===== config.mk =====
export PLATFORM = sky130hd
export DESIGN_NAME = axilite_noc_request
export DESIGN_NICKNAME = d
export VERILOG_FILES = /design/src/rtl/axilite_noc_request.sv
export SDC_FILE = /design/constraint.sdc
export NUM_CORES = 1
export LEC_CHECK = 0
export ABC_AREA = 1
export CORE_ASPECT_RATIO = 1.25
export CORE_MARGIN = 5
export CORE_UTILIZATION = 42
export DETAILED_ROUTE_END_ITERATION = 16
export PLACE_DENSITY_LB_ADDON = 0.2
export SLEW_MARGIN = 20
export SYNTH_ARGS = -nofsm -noshare
export SYNTH_HDL_FRONTEND = slang
export SYNTH_SLANG_ARGS = --single-unit

===== constraint.sdc =====
create_clock -name clk -period 1.9 [get_ports clk]
set_input_delay 0.19 -clock clk [delete_from_list [all_inputs] [get_ports clk]]
set_output_delay 0.19 -clock clk [all_outputs]
set_load 0.05 [all_outputs]

===== src/rtl/axilite_noc_request.sv =====
// AXI-lite slave that turns single reads and writes into Piton NoC non-cacheable
// load/store request packets, serialized one 64-bit flit at a time.
`ifndef NOC_DATA_WIDTH
`define NOC_DATA_WIDTH 64
`endif

module axilite_noc_request #(
  parameter int          AXI_LITE_DATA_WIDTH = 64,
  parameter int          AXI_LITE_ADDR_WIDTH = 64,
  parameter bit          SWAP_ENDIANESS      = 1'b0,
  parameter logic [13:0] DST_CHIPID          = 14'd0,
  parameter logic [7:0]  DST_X               = 8'd0,
  parameter logic [7:0]  DST_Y               = 8'd0,
  parameter logic [13:0] SRC_CHIPID          = 14'd0,
  parameter logic [7:0]  SRC_X               = 8'd0,
  parameter logic [7:0]  SRC_Y               = 8'd0
) (
  input  logic                             clk,
  input  logic                             rst,
  input  logic [AXI_LITE_ADDR_WIDTH-1:0]   s_axi_araddr,
  input  logic                             s_axi_arvalid,
  output logic                             s_axi_arready,
  input  logic [AXI_LITE_ADDR_WIDTH-1:0]   s_axi_awaddr,
  input  logic                             s_axi_awvalid,
  output logic                             s_axi_awready,
  input  logic [AXI_LITE_DATA_WIDTH-1:0]   s_axi_wdata,
  input  logic [AXI_LITE_DATA_WIDTH/8-1:0] s_axi_wstrb,
  input  logic                             s_axi_wvalid,
  output logic                             s_axi_wready,
  output logic                             noc_valid_out,
  output logic [`NOC_DATA_WIDTH-1:0]       noc_data_out,
  input  logic                             noc_ready_in
);
  localparam int NOC_W          = `NOC_DATA_WIDTH;
  localparam int PHY_ADDR_WIDTH = 40;
  localparam int NUM_DATA       = AXI_LITE_DATA_WIDTH / NOC_W;
  localparam int CNT_W          = (NUM_DATA > 1) ? $clog2(NUM_DATA) : 1;
  localparam logic [CNT_W-1:0] LAST_FLIT = CNT_W'(NUM_DATA - 1);
  localparam logic [7:0] MSG_TYPE_NC_LOAD_REQ  = 8'd14;
  localparam logic [7:0] MSG_TYPE_NC_STORE_REQ = 8'd15;
  localparam logic [7:0] LOAD_LEN  = 8'd2;
  localparam logic [7:0] STORE_LEN = 8'(2 + NUM_DATA);
  localparam logic [2:0] DATA_SIZE = (AXI_LITE_DATA_WIDTH == 64)  ? 3'b100 :
                                     (AXI_LITE_DATA_WIDTH == 128) ? 3'b101 :
                                     (AXI_LITE_DATA_WIDTH == 256) ? 3'b110 : 3'b111;

  // state | meaning
  // IDLE  | waiting for an eligible AR or AW+W; readies only here
  // HDR0  | header0: destination, length, type, mshrid
  // HDR1  | header1: physical address and size code
  // HDR2  | header2: source; loads finish here
  // DATA  | store payload, low 64 bits first
  typedef enum logic [2:0] {IDLE, HDR0, HDR1, HDR2, DATA} state_t;

  state_t                           state, state_next;
  logic                             rr_read_first;
  logic [7:0]                       mshrid_cnt, mshrid_q;
  logic [AXI_LITE_ADDR_WIDTH-1:0]   addr_q;
  logic [AXI_LITE_DATA_WIDTH-1:0]   data_q;
  logic                             is_store_q;
  logic [CNT_W-1:0]                 flit_cnt;
  logic                             read_elig, write_elig, grant_read, grant_write;
  logic                             fire;
  logic [NOC_W-1:0]                 data_flit;
  logic                             unused_ok;

  function automatic logic [NOC_W-1:0] byte_swap(input logic [NOC_W-1:0] d);
    logic [NOC_W-1:0] r;
    for (int b = 0; b < NOC_W/8; b++) r[8*b +: 8] = d[NOC_W-8-8*b +: 8];
    return r;
  endfunction

  // Reset gates the readies so no handshake is ever reported that the core drops.
  assign read_elig   = s_axi_arvalid;
  assign write_elig  = s_axi_awvalid && s_axi_wvalid;
  assign grant_read  = (state == IDLE) && !rst && read_elig && (!write_elig || rr_read_first);
  assign grant_write = (state == IDLE) && !rst && write_elig && !grant_read;
  assign fire        = noc_valid_out && noc_ready_in;
  assign data_flit   = data_q[flit_cnt*NOC_W +: NOC_W];
  assign unused_ok   = ^{s_axi_wstrb, addr_q};

  always_ff @(posedge clk) begin
    if (rst) state <= IDLE;
    else     state <= state_next;
  end

  always_comb begin
    state_next = state;
    case (state)
      IDLE: if (grant_read || grant_write) state_next = HDR0;
      HDR0: if (fire) state_next = HDR1;
      HDR1: if (fire) state_next = HDR2;
      HDR2: if (fire) state_next = is_store_q ? DATA : IDLE;
      DATA: if (fire && flit_cnt == LAST_FLIT) state_next = IDLE;
      default: state_next = IDLE;
    endcase
  end

  always_comb begin
    s_axi_arready = grant_read;
    s_axi_awready = grant_write;
    s_axi_wready  = grant_write;
    noc_valid_out = 1'b0;
    noc_data_out  = '0;
    case (state)
      HDR0: begin
        noc_valid_out = 1'b1;
        noc_data_out  = {DST_CHIPID, DST_X, DST_Y, 4'b0,
                         is_store_q ? STORE_LEN : LOAD_LEN,
                         is_store_q ? MSG_TYPE_NC_STORE_REQ : MSG_TYPE_NC_LOAD_REQ,
                         mshrid_q, 6'b0};
      end
      HDR1: begin
        noc_valid_out = 1'b1;
        noc_data_out  = {8'b0, addr_q[PHY_ADDR_WIDTH-1:0], DATA_SIZE, 13'b0};
      end
      HDR2: begin
        noc_valid_out = 1'b1;
        noc_data_out  = {SRC_CHIPID, SRC_X, SRC_Y, 34'b0};
      end
      DATA: begin
        noc_valid_out = 1'b1;
        noc_data_out  = SWAP_ENDIANESS ? byte_swap(data_flit) : data_flit;
      end
      default: ;
    endcase
  end

  always_ff @(posedge clk) begin
    if (rst) begin
      rr_read_first <= 1'b1;
      mshrid_cnt    <= '0;
      mshrid_q      <= '0;
      addr_q        <= '0;
      data_q        <= '0;
      is_store_q    <= 1'b0;
      flit_cnt      <= '0;
    end else begin
      if (grant_read || grant_write) begin
        addr_q        <= grant_read ? s_axi_araddr : s_axi_awaddr;
        data_q        <= s_axi_wdata;
        is_store_q    <= grant_write;
        mshrid_q      <= mshrid_cnt;
        mshrid_cnt    <= mshrid_cnt + 8'd1;
        rr_read_first <= grant_write;
      end
      if (state == HDR2 && fire)      flit_cnt <= '0;
      else if (state == DATA && fire) flit_cnt <= flit_cnt + 1'b1;
    end
  end
endmodule

==> flow_metrics.py <==
metrics = {
    "timing": {
        "worstMarginPinSlew_ns": 0.460,
        "slew_headroom_pct": 69.3,
        "grt_setup_unrepaired": "true",
        "hold_viol": 0,
        "fin_skew_ns": 0.00653,
        "slew_violations": 0,
        "fin_ws_ns": 0.0415,
        "setup_viol": 0,
        "timing.hold.ws_ns": 0.352,
        "finalCritPeriodShare_pct": 97.8,
        "period_needed_ns": 1.86,
        "fmax_mhz": 538,
    },
    "routing": {
        "drc": 0,
        "num_vias": 6498,
        "ant_nets": 0,
        "dr.pass1.iters": 5,
        "wl_um": 19100,
        "post_drt_wl_per_cell_um": 14.8,
        "viasPerCell": 5.01,
        "drt_iter0_drc": 343,
    },
    "worst_setup_path": {
        "crit_family": "buffers and inverters",
        "crit_cells": 6,
        "crit_arrival_ns": 1.67,
        "worst-path-buf-inv": 3,
        "critPathLaunchType": "register",
        "end_kind": "primary output",
        "criticalPathCategory": "register to primary output",
        "crit_required_ns": 1.71,
        "path_cells": "nor2_4 -> nand2_4 -> clkinvlp_4 -> buf_12 -> a32o_1 -> buf_6",
        "r2r_cells": 8,
        "rrSetupSlack_ns": 0.31,
        "slowest_stage": "dfxtp_4",
        "r2r-end": "mshrid_q[7]",
        "worst_path_largest_cell_delay_ns": 0.40,
        "cp_max_fo": 10,
        "r2r-start": "state[1]",
    },
    "cells_and_area": {
        "mostFrequentLayoutCells": "nor2_1 (237), nand2_1 (202), clkdlybuf4s50_1 (149)",
        "final-seq-area_um2": 2530,
        "nNetsFinal": 1315,
        "postLayoutCoreUtil_pct": 65.3,
        "nFillCells": 1266,
        "antenna_cells": 0,
        "layout_commonest_cell": "nor2_1",
        "drive_gt1_share_pct": 14.4,
        "multi_input_area_um2": 3100,
        "area_growth_pct": 52.6,
    },
    "floorplan": {
        "die_h_um": 143,
        "ios": 274,
        "rows": 48,
        "coreArea_um2": 13900,
        "die_w_um": 116,
        "die_area_um2": 16600,
        "start_util_pct": 42.8,
    },
    "synth": {
        "synth.avg_cell_area_um2": 6.52,
        "ys_seq_area_share_pct": 42.5,
        "netlist_area_um2": 5940,
        "synth_edf_count": 0,
        "syn_inst": 911,
        "synthFlopType": "dfxtp_1",
        "ys_seq_elements": 126,
        "async_flop_share_pct": 0,
        "synth_warnings": 0,
        "synth_nets": 1118,
        "yosysUniqueCellTypes": 26,
    },
    "global_route": {
        "grt_first_pass_wirelength_um": 30200,
        "antenna_found_initial": 0,
        "grt_pass1_vias": 6138,
        "grt_max_degree": 116,
        "grt_overflow": 0,
        "grtUsageTotal_pct": 23.0,
    },
    "hold_path": {
        "hold_start": "s_axi_wdata[58]",
        "min_to": "data_q[58]",
        "hold_depth": 3,
        "hold_class": "input port to register",
    },
    "placed_design": {
        "port_buffers": 217,
        "dp_slack_ns": 0.0849,
        "place_congestion": 0.807,
        "dp_hpwl_um": 12600,
    },
    "pwr": {
        "ir_worst_vdd_mv": 0.728,
        "power.density_nw_per_um2": 1190,
        "power.leakage_nw": 3.91,
    },
    "cts": {
        "clk_pin_slew_ns": 0.06,
        "cts_tree": "yes",
        "htreeDepth": 4,
        "numCtsBuffers": 17,
        "cts_root_buf": "clkbuf_16",
        "clk_latency_ns": 0.42,
        "clk_path_buf_depth": 2,
        "clock_sinks": 126,
    },
    "flow_run": {
        "drv_cap": 0,
    },
    "status": {
        "outcome": "finished, final reports clean",
    },
}
==> repair_timing <==
action,4_1_cts,5_1_grt
buffers inserted,2,1
setup endpoints to repair,52,62
resized for setup,22,31
pin swaps,0,1
cloned,1,0
hold buffers,0,0
==> state kept, by name (all words and copies together) (netlist names) <==
name           cells
addr_q            40
data_q            64
flit_cnt           1
is_store_q         1
mshrid_cnt         8
mshrid_q           8
rr_read_first      1
state              3
==> final cells by class <==
| class | count | area share, % |
|---|---|---|
| Tap cell | 175 | 2.42 |
| Clock inverter | 12 | 1.84 |
| Inverter | 21 | 0.911 |
| Sequential cell | 126 | 27.9 |
| Timing Repair Buffer | 247 | 27.7 |
| Clock buffer | 20 | 5.04 |
| Multi-Input combinational cell | 695 | 34.2 |
==> worst max-delay path by stage <==
stage,end,startpoint,slack [ns]
after global placement,addr_q[6],s_axi_awvalid,0.12
after floorplan,noc_data_out[26],state[1],-0.29
final,noc_data_out[11],state[0],0.04
after detailed placement,addr_q[22],s_axi_wvalid,0.08
after CTS,noc_data_out[52],state[1],-0.02
after global routing,noc_data_out[37],state[1],-0.02
==> synth_stat cells, drive strengths merged, types with 2 or more instances <==
master / instances / area [µm²]
dfxtp: 126 / 2520
o21ai: 151 / 759
nor2: 241 / 920
buf: 29 / 184
a32o: 7 / 70.1
xor2: 2 / 17.5
clkbuf: 40 / 151
nand2: 206 / 781
nand3: 60 / 300
nor3: 2 / 10.0
inv: 20 / 75.1
a21oi: 21 / 105
==> layer usage <==
metal / up-vias / global-route usage (%) / part of all wire (%)
met3: 24 / 7.25 / 8.1
met1: 2942 / 26.9 / 40
li1: 3328 / - / -
met4: 0 / 7.33 / 1.7
met5: - / 0 / 0
met2: 204 / 39.9 / 50
==> tightest hold or removal path, delay by kind of cell <==
family | cells | cell delay, ns
buffers and inverters | 1 | 0.40
and+or+nand+nor | 2 | 0.15
==> power by group <==
group / switching (mW) / leakage [nW] / internal [mW]
clock network: 1.17 / 0.309 / 2.25
logic: 2.36 / 2.56 / 1.40
registers: 0.331 / 1.04 / 3.29
total: 3.87 / 3.91 / 6.94
==> cells by family after synthesis <==
| kind of cell | synth area share (%) |
|---|---|
| AOI/OAI and AO/OA | 16.0 |
| xor gates and xnor gates | 0.442 |
| adders and majority gates | 0.211 |
| buffers and inverters | 6.97 |
| DFF | 42.5 |
| and+or+nand+nor | 34.0 |
==> stage by stage <==
stage / cell area, µm² / TNS [ns] / total power [mW] / cells
after CTS: 8990 / -0.117 / 10.8 / 1295
after floorplan: 6000 / -4.23 / 6.03 / 911
after global placement: 8240 / 0 / 7.27 / 1260
after detailed placement: 8240 / 0 / 7.32 / 1260
after global routing: 9060 / -0.0991 / 11.5 / 1296
final: 9060 / 0 / 10.8 / 1296
Power figures use the tool's default switching activity.
